## src/rtl/fifo_stream_reader_if.sv

```systemverilog
`default_nettype none
// ============================================================================
//  Module      : fifo_stream_reader_if
//  Description : FIFO read port plus valid/ready output stream seen by the
//                FIFO stream reader. master = reader side, slave = FIFO/sink.
//  Revision    : 1.0 - initial release
// ============================================================================
interface fifo_stream_reader_if #(
    parameter int WIDTH = 8
);
    logic             fifo_empty;
    logic [WIDTH-1:0] fifo_rdata;
    logic             fifo_pop;
    logic             m_valid;
    logic             m_ready;
    logic [WIDTH-1:0] m_data;

    modport master (
        input  fifo_empty,
        input  fifo_rdata,
        input  m_ready,
        output fifo_pop,
        output m_valid,
        output m_data
    );

    modport slave (
        output fifo_empty,
        output fifo_rdata,
        output m_ready,
        input  fifo_pop,
        input  m_valid,
        input  m_data
    );
endinterface
`default_nettype wire

```

## src/rtl/fifo_stream_reader.sv

```systemverilog
`default_nettype none
// ============================================================================
//  Module      : fifo_stream_reader
//  Description : Pops a synchronous FIFO and streams the words out over
//                valid/ready through a 2-entry skid buffer (1 word/clk).
//  Revision    : 1.0 - initial release
// ============================================================================
module fifo_stream_reader #(
    parameter int WIDTH   = 8,
    parameter int COUNT_W = 16
) (
    input  wire logic               clk,
    input  wire logic               rst,
    input  wire logic               en,
    fifo_stream_reader_if.master    bus,
    output logic [COUNT_W-1:0]      xfer_count,
    output logic                    idle
);

    logic [1:0]         r_occ;
    logic               r_inflight;
    logic               r_valid;
    logic [WIDTH-1:0]   r_buf0;
    logic [WIDTH-1:0]   r_buf1;
    logic [COUNT_W-1:0] r_count;

    logic               w_deq;
    logic               w_pop;
    logic [2:0]         w_level;
    logic [1:0]         w_tail;
    logic [1:0]         w_occ_next;
    logic [WIDTH-1:0]   w_buf0_next;
    logic [WIDTH-1:0]   w_buf1_next;

    assign w_deq   = r_valid & bus.m_ready;

    // Words that will be held after this edge if no further pop is issued;
    // a pop is only allowed while that leaves room for the returning word.
    assign w_level = {1'b0, r_occ} + {2'b00, r_inflight} - {2'b00, w_deq};
    assign w_pop   = en & ~bus.fifo_empty & ~rst & (w_level < 3'd2);

    // Slot the captured word lands in, after the head has been retired.
    assign w_tail  = r_occ - {1'b0, w_deq};

    always_comb begin
        w_buf0_next = r_buf0;
        w_buf1_next = r_buf1;
        w_occ_next  = r_occ + {1'b0, r_inflight} - {1'b0, w_deq};
        if (w_deq) begin
            w_buf0_next = r_buf1;
        end
        if (r_inflight) begin
            if (w_tail == 2'd0) begin
                w_buf0_next = bus.fifo_rdata;
            end else begin
                w_buf1_next = bus.fifo_rdata;
            end
        end
    end

    always_ff @(posedge clk or posedge rst) begin
        if (rst) begin
            r_occ      <= 2'd0;
            r_inflight <= 1'b0;
            r_valid    <= 1'b0;
            r_buf0     <= '0;
            r_buf1     <= '0;
            r_count    <= '0;
        end else begin
            r_occ      <= w_occ_next;
            r_inflight <= w_pop;
            r_valid    <= (w_occ_next != 2'd0);
            r_buf0     <= w_buf0_next;
            r_buf1     <= w_buf1_next;
            if (w_deq) begin
                r_count <= r_count + 1'b1;
            end
        end
    end

    assign bus.fifo_pop = w_pop;
    assign bus.m_valid  = r_valid;
    assign bus.m_data   = r_buf0;
    assign xfer_count   = r_count;
    assign idle         = (r_occ == 2'd0) & ~r_inflight;

    a_no_overflow : assert property (@(posedge clk) disable iff (rst)
        ({1'b0, r_occ} + {2'b00, r_inflight}) <= 3'd2);

endmodule
`default_nettype wire

```

## src/flat_wrapper.sv

```systemverilog
// flat-port wrapper written by rule: the top's interface ports become plain ports
module fifo_stream_reader_flat 
#(
    parameter int WIDTH   = 8,
    parameter int COUNT_W = 16
)
  (clk, rst, en, xfer_count, idle, bus_fifo_empty, bus_fifo_rdata, bus_m_ready, bus_fifo_pop, bus_m_valid, bus_m_data);
  fifo_stream_reader_if #(.WIDTH(WIDTH)) bus_i ();
  input  wire logic clk;
  input  wire logic rst;
  input  wire logic en;
  output logic [COUNT_W-1:0] xfer_count;
  output logic idle;
  input wire logic [$bits(bus_i.fifo_empty)-1:0] bus_fifo_empty;
  input wire logic [$bits(bus_i.fifo_rdata)-1:0] bus_fifo_rdata;
  input wire logic [$bits(bus_i.m_ready)-1:0] bus_m_ready;
  output wire logic [$bits(bus_i.fifo_pop)-1:0] bus_fifo_pop;
  output wire logic [$bits(bus_i.m_valid)-1:0] bus_m_valid;
  output wire logic [$bits(bus_i.m_data)-1:0] bus_m_data;
  assign bus_i.fifo_empty = bus_fifo_empty;
  assign bus_i.fifo_rdata = bus_fifo_rdata;
  assign bus_i.m_ready = bus_m_ready;
  assign bus_fifo_pop = bus_i.fifo_pop;
  assign bus_m_valid = bus_i.m_valid;
  assign bus_m_data = bus_i.m_data;
  fifo_stream_reader #(.WIDTH(WIDTH), .COUNT_W(COUNT_W)) u_core (.clk(clk), .rst(rst), .en(en), .bus(bus_i), .xfer_count(xfer_count), .idle(idle));
endmodule
```

## config.mk

```make
export PLATFORM = sky130hd
export DESIGN_NAME = fifo_stream_reader_flat
export DESIGN_NICKNAME = d
export VERILOG_FILES = /design/src/rtl/fifo_stream_reader_if.sv /design/src/rtl/fifo_stream_reader.sv /design/src/flat_wrapper.sv
export SDC_FILE = /design/constraint.sdc
export NUM_CORES = 1
export LEC_CHECK = 0
export CAP_MARGIN = 20
export CORE_MARGIN = 5
export CORE_UTILIZATION = 48
export DETAILED_ROUTE_END_ITERATION = 16
export GPL_ROUTABILITY_DRIVEN = 1
export GPL_TIMING_DRIVEN = 0
export HOLD_SLACK_MARGIN = 0.02
export PLACE_DENSITY = 0.81
export SLEW_MARGIN = 15
export SYNTH_ARGS = -nofsm -noshare
export SYNTH_HDL_FRONTEND = slang
export SYNTH_SLANG_ARGS = --single-unit
```

## constraint.sdc

```tcl
create_clock -name clk -period 2.8 [get_ports clk]
set_input_delay 0.42 -clock clk [delete_from_list [all_inputs] [get_ports clk]]
set_output_delay 0.42 -clock clk [all_outputs]
set_load 0.005 [all_outputs]
```

==> results.ini, run 1 <==
[final_layout]
antennaDiodeCount = 0
nNetsFinal = 196
stdcell_area_sq_mm = 0.00219
finish.utilization_pct = 70.7
drive_gt1_share_pct = 21.1
area_growth_pct = 38.4

[logic_synthesis]
synth_nets = 141
synthTopCellsByArea = dfrtp_1, xnor2_1, mux2_2
synth_top_area_share_pct = 56.8
yosys.area.top_type = dfrtp_1
synth_seq_area_share_pct = 56.8
avgSynthCellArea_sq_um = 12.8
synth_edf_count = 0
ys_types = 28
netlist_area_sq_mm = 0.00159
synthCells = 124
yosys.cell_count.top_type = dfrtp_1
synth_common_cells = dfrtp_1, xnor2_1, nand2_1
synthFlopType = dfrtp_1
ys_ff_latch = 36
synthArstFlopShare_pct = 100
yosysWarnings = 0

[sta]
hold_viol = 0
min_period_ns = 2.73
setup_viol = 0
period_share_pct = 97.4
fin_ws_ns = 0.0716
fmax_ghz = 0.367
setup_tns_ns = 0
final.setup_skew_ns = 0.00621
maxSlewHeadroom_pct = 50.7
max_slew.worst_pin.slew_ns = 0.738
slew_viol_final = 0

[critical_path]
endpoint = bus_fifo_pop
regToRegStartpoint = u_core.r_occ[0]
cp.arrival_ns = 2.31
r2r_setup_slack_ns = 0.33
cp.buffers_inverters = 2
cp-start-kind = flip-flop
crit_type = flip-flop to output pin
cp_top_family = adder cells
slowest_delay_ns = 0.48
end_kind = output pin
cpMaxStageDelayCell = fa_2
required_ns = 2.38
worstPathMaxFanout = 3
reg2reg_to = u_core.r_inflight
worst-path-stages = 7
path_cells = buf_4 -> a21boi_4 -> or2_4 -> ha_4 -> fa_2 -> nor4_4 -> buf_2
cp-startpoint = u_core.bus.m_valid
reg2reg_depth = 11

[placed_design]
hpwlAfterDp_um = 2490
gp_congestion = 0.869
portBuffers = 39
placed_area_sq_mm = 0.00203
pre_cts_slack_ns = -0.722

[detailed_routing]
routed_wl_um = 3730
via_per_inst = 5.25
drc = 0
num_vias = 1176
drt_iter0_markers = 42
ant_nets = 0
wl_per_cell_um = 16.7
first_pass_iters = 5

[clocking]
cts_tree = built
clock_latency_ns = 0.34
clkTransAtPathRegs_ns = 0.10
holdBufCountCts = 0
cts_buffers = 5
cts-root-buf = clkbuf_4
htreeDepth = 2
cts_max_path_buffers = 2
cts.sinks = 36

[power]
power.density_mw_per_mm2 = 881
ir_worst_vdd_mv = 0.563
p_leak_nw = 0.970

[floorplanning]
die_y_um = 67.5
io_pins = 40
core_area_sq_mm = 0.00310
die_area_sq_mm = 0.00455
initial_core_util_pct = 51.1
num_rows = 20
die_w_um = 67.5

[worst_hold_path]
hold_class = flip-flop to flip-flop

[status]
status = completed

[run]
maxCapViolCount = 0

[global_routing]
grt_remaining_overflow = 0
grt_max_degree = 37
grt_pass1_wl_um = 5750
antenna_found_initial = 0
grt_pass1_vias = 1218
grt_usage_pct = 17.8

-- state kept, by name, summed over array words and instances, names as in the netlist --
register	count
u_core.bus.m_valid	1
u_core.bus.m_data	8
u_core.xfer_count	16
u_core.r_occ	2
u_core.r_buf1	8
u_core.r_inflight	1
-- power by group --
group          switching (W)  internal [W]
logic               0.000325      0.000477
registers           0.000147      0.000695
clock network       0.000165      0.000124
total               0.000637       0.00130
-- layer usage --
| layer | track usage (%) | vias up | routed length [um] |
|---|---|---|---|
| met5 | 0 | - | 0 |
| met4 | 6.08 | 0 | 63 |
| met3 | 5.49 | 6 | 171 |
| met2 | 32.8 | 44 | 2000 |
| met1 | 18.9 | 589 | 1500 |
| li1 | - | 537 | - |
-- cell families (layout without fill, tap and decap cells) --
kind of cell,after synthesis,in the layout,synth area share (%)
buffers and inverters,4,60,1.03
XOR/XNOR,16,16,8.84
AND/OR/NAND/NOR,37,37,14.2
multiplexers,17,17,11.4
adder cells (fa/ha/maj),4,4,3.63
flip-flops,36,36,56.8
AO/OA/AOI/OAI,10,10,4.03
-- metrics by stage --
stage | hold WS [ns] | std cells | power, W
after floorplan | 0.468 | 124 | 0.00118
after CTS | 0.480 | 224 | 0.00189
final | 0.477 | 224 | 0.00193
after global routing | 0.510 | 224 | 0.00204
after global placement | 0.462 | 207 | 0.00148
after detailed placement | 0.465 | 207 | 0.00153
-- how the worst min path moves through the flow --
stage	startpoint	to	slack (ns)	cells after the start
2_1_floorplan	u_core.xfer_count[15]	u_core.xfer_count[15]	0.47	1
3_3_place_gp	u_core.xfer_count[15]	u_core.xfer_count[15]	0.46	1
3_5_place_dp	u_core.xfer_count[15]	u_core.xfer_count[15]	0.47	1
4_1_cts	u_core.xfer_count[15]	u_core.xfer_count[15]	0.48	1
5_1_grt	u_core.xfer_count[15]	u_core.xfer_count[15]	0.51	1
6_report	u_core.xfer_count[15]	u_core.xfer_count[15]	0.48	1
-- timing repair --
item | in CTS | in global routing
setup buffers | 9 | 0
endpoints found under the setup margin | 1 | 1
gates resized for setup | 10 | 3
pin swaps | 4 | 0
-- cells in the final DEF (no fill, tap or decap), drive strengths merged, types with 3 or more instances in the layout --
| cell type | n |
|---|---|
| mux2i | 8 |
| nand2 | 13 |
| xnor2 | 13 |
| clkdlybuf4s50 | 37 |
| xor2 | 3 |
| ha | 3 |
| mux2 | 9 |
| nand3 | 5 |
| inv | 3 |
| dfrtp | 36 |
| buf | 11 |
| clkbuf | 8 |
| and4 | 3 |
| o21ai | 9 |
| nand4 | 4 |
-- final cells by class --
cell class,instances,area [sq um]
clock buffer,8,58.8
timing repair buffer,48,452
fill,256,910
multi-input combinational,84,711
buffer,1,5.00
sequential,36,901
tap,44,55.1
inverter,3,11.3
Note: power is estimated with default switching activity, not from simulation.
==> run 2: changes to the inputs <==
--- a/config.mk
+++ b/config.mk
@@ -6,8 +6,10 @@
 export NUM_CORES = 1
 export LEC_CHECK = 0
 export CAP_MARGIN = 20
+export CORE_ASPECT_RATIO = 0.7
 export CORE_MARGIN = 5
 export CORE_UTILIZATION = 48
+export CTS_CLUSTER_DIAMETER = 100
 export DETAILED_ROUTE_END_ITERATION = 16
 export GPL_ROUTABILITY_DRIVEN = 1
 export GPL_TIMING_DRIVEN = 0
==> run 2 against run 1 <==
- combinational power fell by 2%
- non-clock buffer count fell by 4
- first-iteration DRC count rose by 64%
- clock skew barely moved
- critical endpoint unchanged
==> results.ini, run 2 (synthesis results as in run 1) <==
[detailed_routing]
ant_nets = 0  ; unchanged
via_per_inst = 5.22  ; -0.49%
first_pass_iters = 4  ; -1
wl_per_cell_um = 15.6  ; -6.3%
drt_iter0_markers = 69  ; +64%
routed_wl_um = 3340  ; -10%
num_vias = 1118  ; -4.9%
drc = 0  ; unchanged

[clocking]
clkTransAtPathRegs_ns = 0.07  ; -0.03 ns
holdBufCountCts = 0  ; unchanged
cts-root-buf = clkbuf_8
cts.sinks = 36  ; unchanged
cts_tree = built
cts_max_path_buffers = 2  ; unchanged
cts_buffers = 5  ; unchanged
htreeDepth = 2  ; unchanged
clock_latency_ns = 0.29  ; -0.05 ns

[sta]
setup_viol = 0  ; unchanged
final.setup_skew_ns = 0.00594  ; -0.000267 ns
fin_ws_ns = 0.0824  ; +0.0108 ns
slew_viol_final = 0  ; unchanged
period_share_pct = 97.1  ; -0.39 points
hold-worst-slack_ns = 0.481  ; +0.00433 ns
fmax_ghz = 0.368  ; +0.40%
hold_viol = 0  ; unchanged
maxSlewHeadroom_pct = 50.6  ; -0.15 points
max_slew.worst_pin.slew_ns = 0.741  ; +0.00218 ns
setup_tns_ns = 0  ; unchanged
min_period_ns = 2.72  ; -0.0108 ns
rsz0062_at_grt = no

[critical_path]
cp.buffers_inverters = 1  ; -1
reg2reg_depth = 8  ; -3
cp.arrival_ns = 2.30  ; about the same
path_cells = and3b_2 -> or2_4 -> ha_4 -> fa_2 -> xnor2_2 -> nor4_4 -> buf_2
end_kind = output pin
reg2reg_to = u_core.bus.m_data[1]
cpMaxStageDelayCell = dfrtp_1
cp-startpoint = u_core.bus.m_valid
regToRegStartpoint = u_core.r_occ[0]
cp-start-kind = flip-flop
cp_top_family = simple AND/OR/NAND/NOR gates
worst-path-stages = 7  ; unchanged
slowest_delay_ns = 0.40  ; -0.08 ns
crit_type = flip-flop to output pin
worstPathMaxFanout = 3  ; unchanged
r2r_setup_slack_ns = 0.61  ; +0.28 ns
required_ns = 2.38  ; about the same

[placed_design]
pre_cts_slack_ns = -0.741  ; -0.0198 ns
portBuffers = 39  ; unchanged
place_inst = 201  ; -2.9%
hpwlAfterDp_um = 2350  ; -5.7%
gp_congestion = 0.738  ; -15%

[floorplanning]
die_y_um = 58.1  ; -14%
initial_core_util_pct = 50.0  ; -1.1 points
io_pins = 40  ; unchanged
num_rows = 17  ; -15%
die_area_sq_mm = 0.00457  ; +0.40%
die_w_um = 78.7  ; +17%
core_area_sq_mm = 0.00317  ; +2.1%

[worst_hold_path]
hold_start = u_core.xfer_count[15]
worstHoldEndpoint = u_core.xfer_count[15]
worstHoldPathCells = 1  ; unchanged
hold_class = flip-flop to flip-flop

[global_routing]
grt_pass1_wl_um = 5680  ; -1.2%
antenna_found_initial = 0  ; unchanged
grt_remaining_overflow = 0  ; unchanged
grt_usage_pct = 16.4  ; -1.4 points
grt_max_degree = 37  ; unchanged
grt_pass1_vias = 1162  ; -4.6%

[power]
power.density_mw_per_mm2 = 938  ; +6.5%
ir_worst_vdd_mv = 0.631  ; +12%
power.total_w = 0.00206  ; +6.9%
p_leak_nw = 0.972  ; +0.15%

[final_layout]
drive_gt1_share_pct = 21.0  ; -0.088 points
fin_cells = 214  ; -4.5%
area_growth_pct = 38.8
largest_reg_flops = 16  ; unchanged
final_cell_mix = clkdlybuf4s50_1, dfrtp_1, xnor2_1, nand2_1, mux2_2
antennaDiodeCount = 0  ; unchanged
layout_commonest_cell = clkdlybuf4s50_1
nNetsFinal = 192  ; -2.0%

[run]
maxCapViolCount = 0  ; unchanged

[status]
status = completed

## run 2: worst max path at each step
stage	endpoint	slack (ns)
floorplan	bus_fifo_pop	0.45
global placement	bus_fifo_pop	-0.68
detailed placement	bus_fifo_pop	-0.74
CTS	bus_fifo_pop	0.04
global route	bus_fifo_pop	0.006
finish	bus_fifo_pop	0.08
## run 2: power breakdown
part | leakage (nW) | internal [W] | switching [W]
Sequential | 0.461 | 0.000696 | 0.000141
Clock | 0.0552 | 0.000264 | 0.000178
Combinational | 0.455 | 0.000473 | 0.000313
Total | 0.972 | 0.00143 | 0.000632
## run 2: stage by stage
step           cell area (sq um)  utilization, %
2_1_floorplan               1590               -
3_3_place_gp                2020            63.8
3_5_place_dp                2020            63.8
4_1_cts                     2170            68.3
5_1_grt                     2200            69.4
6_report                    2200            69.4
## run 2: worst reg2reg max path, stage by stage (launching register included)
cell     delay, ns
dfrtp_1       0.39
and3b_2       0.25
buf_4         0.12
inv_1         0.06
ha_1          0.35
nor4b_4       0.45
buf_2         0.29
nand2_1       0.07
o21ai_0       0.09
## run 2: final cells by class
| cell class | count | area [sq um] |
|---|---|---|
| clock inverters | 2 | 35.0 |
| well taps | 38 | 47.5 |
| inverters | 3 | 11.3 |
| flip-flops and latches | 36 | 901 |
| fillers | 211 | 968 |
| multi-input cells | 84 | 711 |
| repair buffers | 44 | 418 |
| plain buffers | 1 | 5.00 |
| clock buffers | 6 | 72.6 |
## run 2: metal layers
layer | track usage, % | vias to the layer above | share of wire [%] | routed length [um]
met2 | 26.8 | 32 | 49 | 1650
met3 | 5.59 | 8 | 6.4 | 214
met1 | 20.1 | 546 | 42 | 1400
li1 | - | 532 | - | -
met5 | 0 | - | 0 | 0
met4 | 6.73 | 0 | 2.3 | 78
## run 2: what timing repair did
action / in CTS / in global routing
pin swaps: 2 / 5
buffers inserted: 2 / 3
setup endpoints to repair: 1 / 1
gates resized for setup: 10 / 5
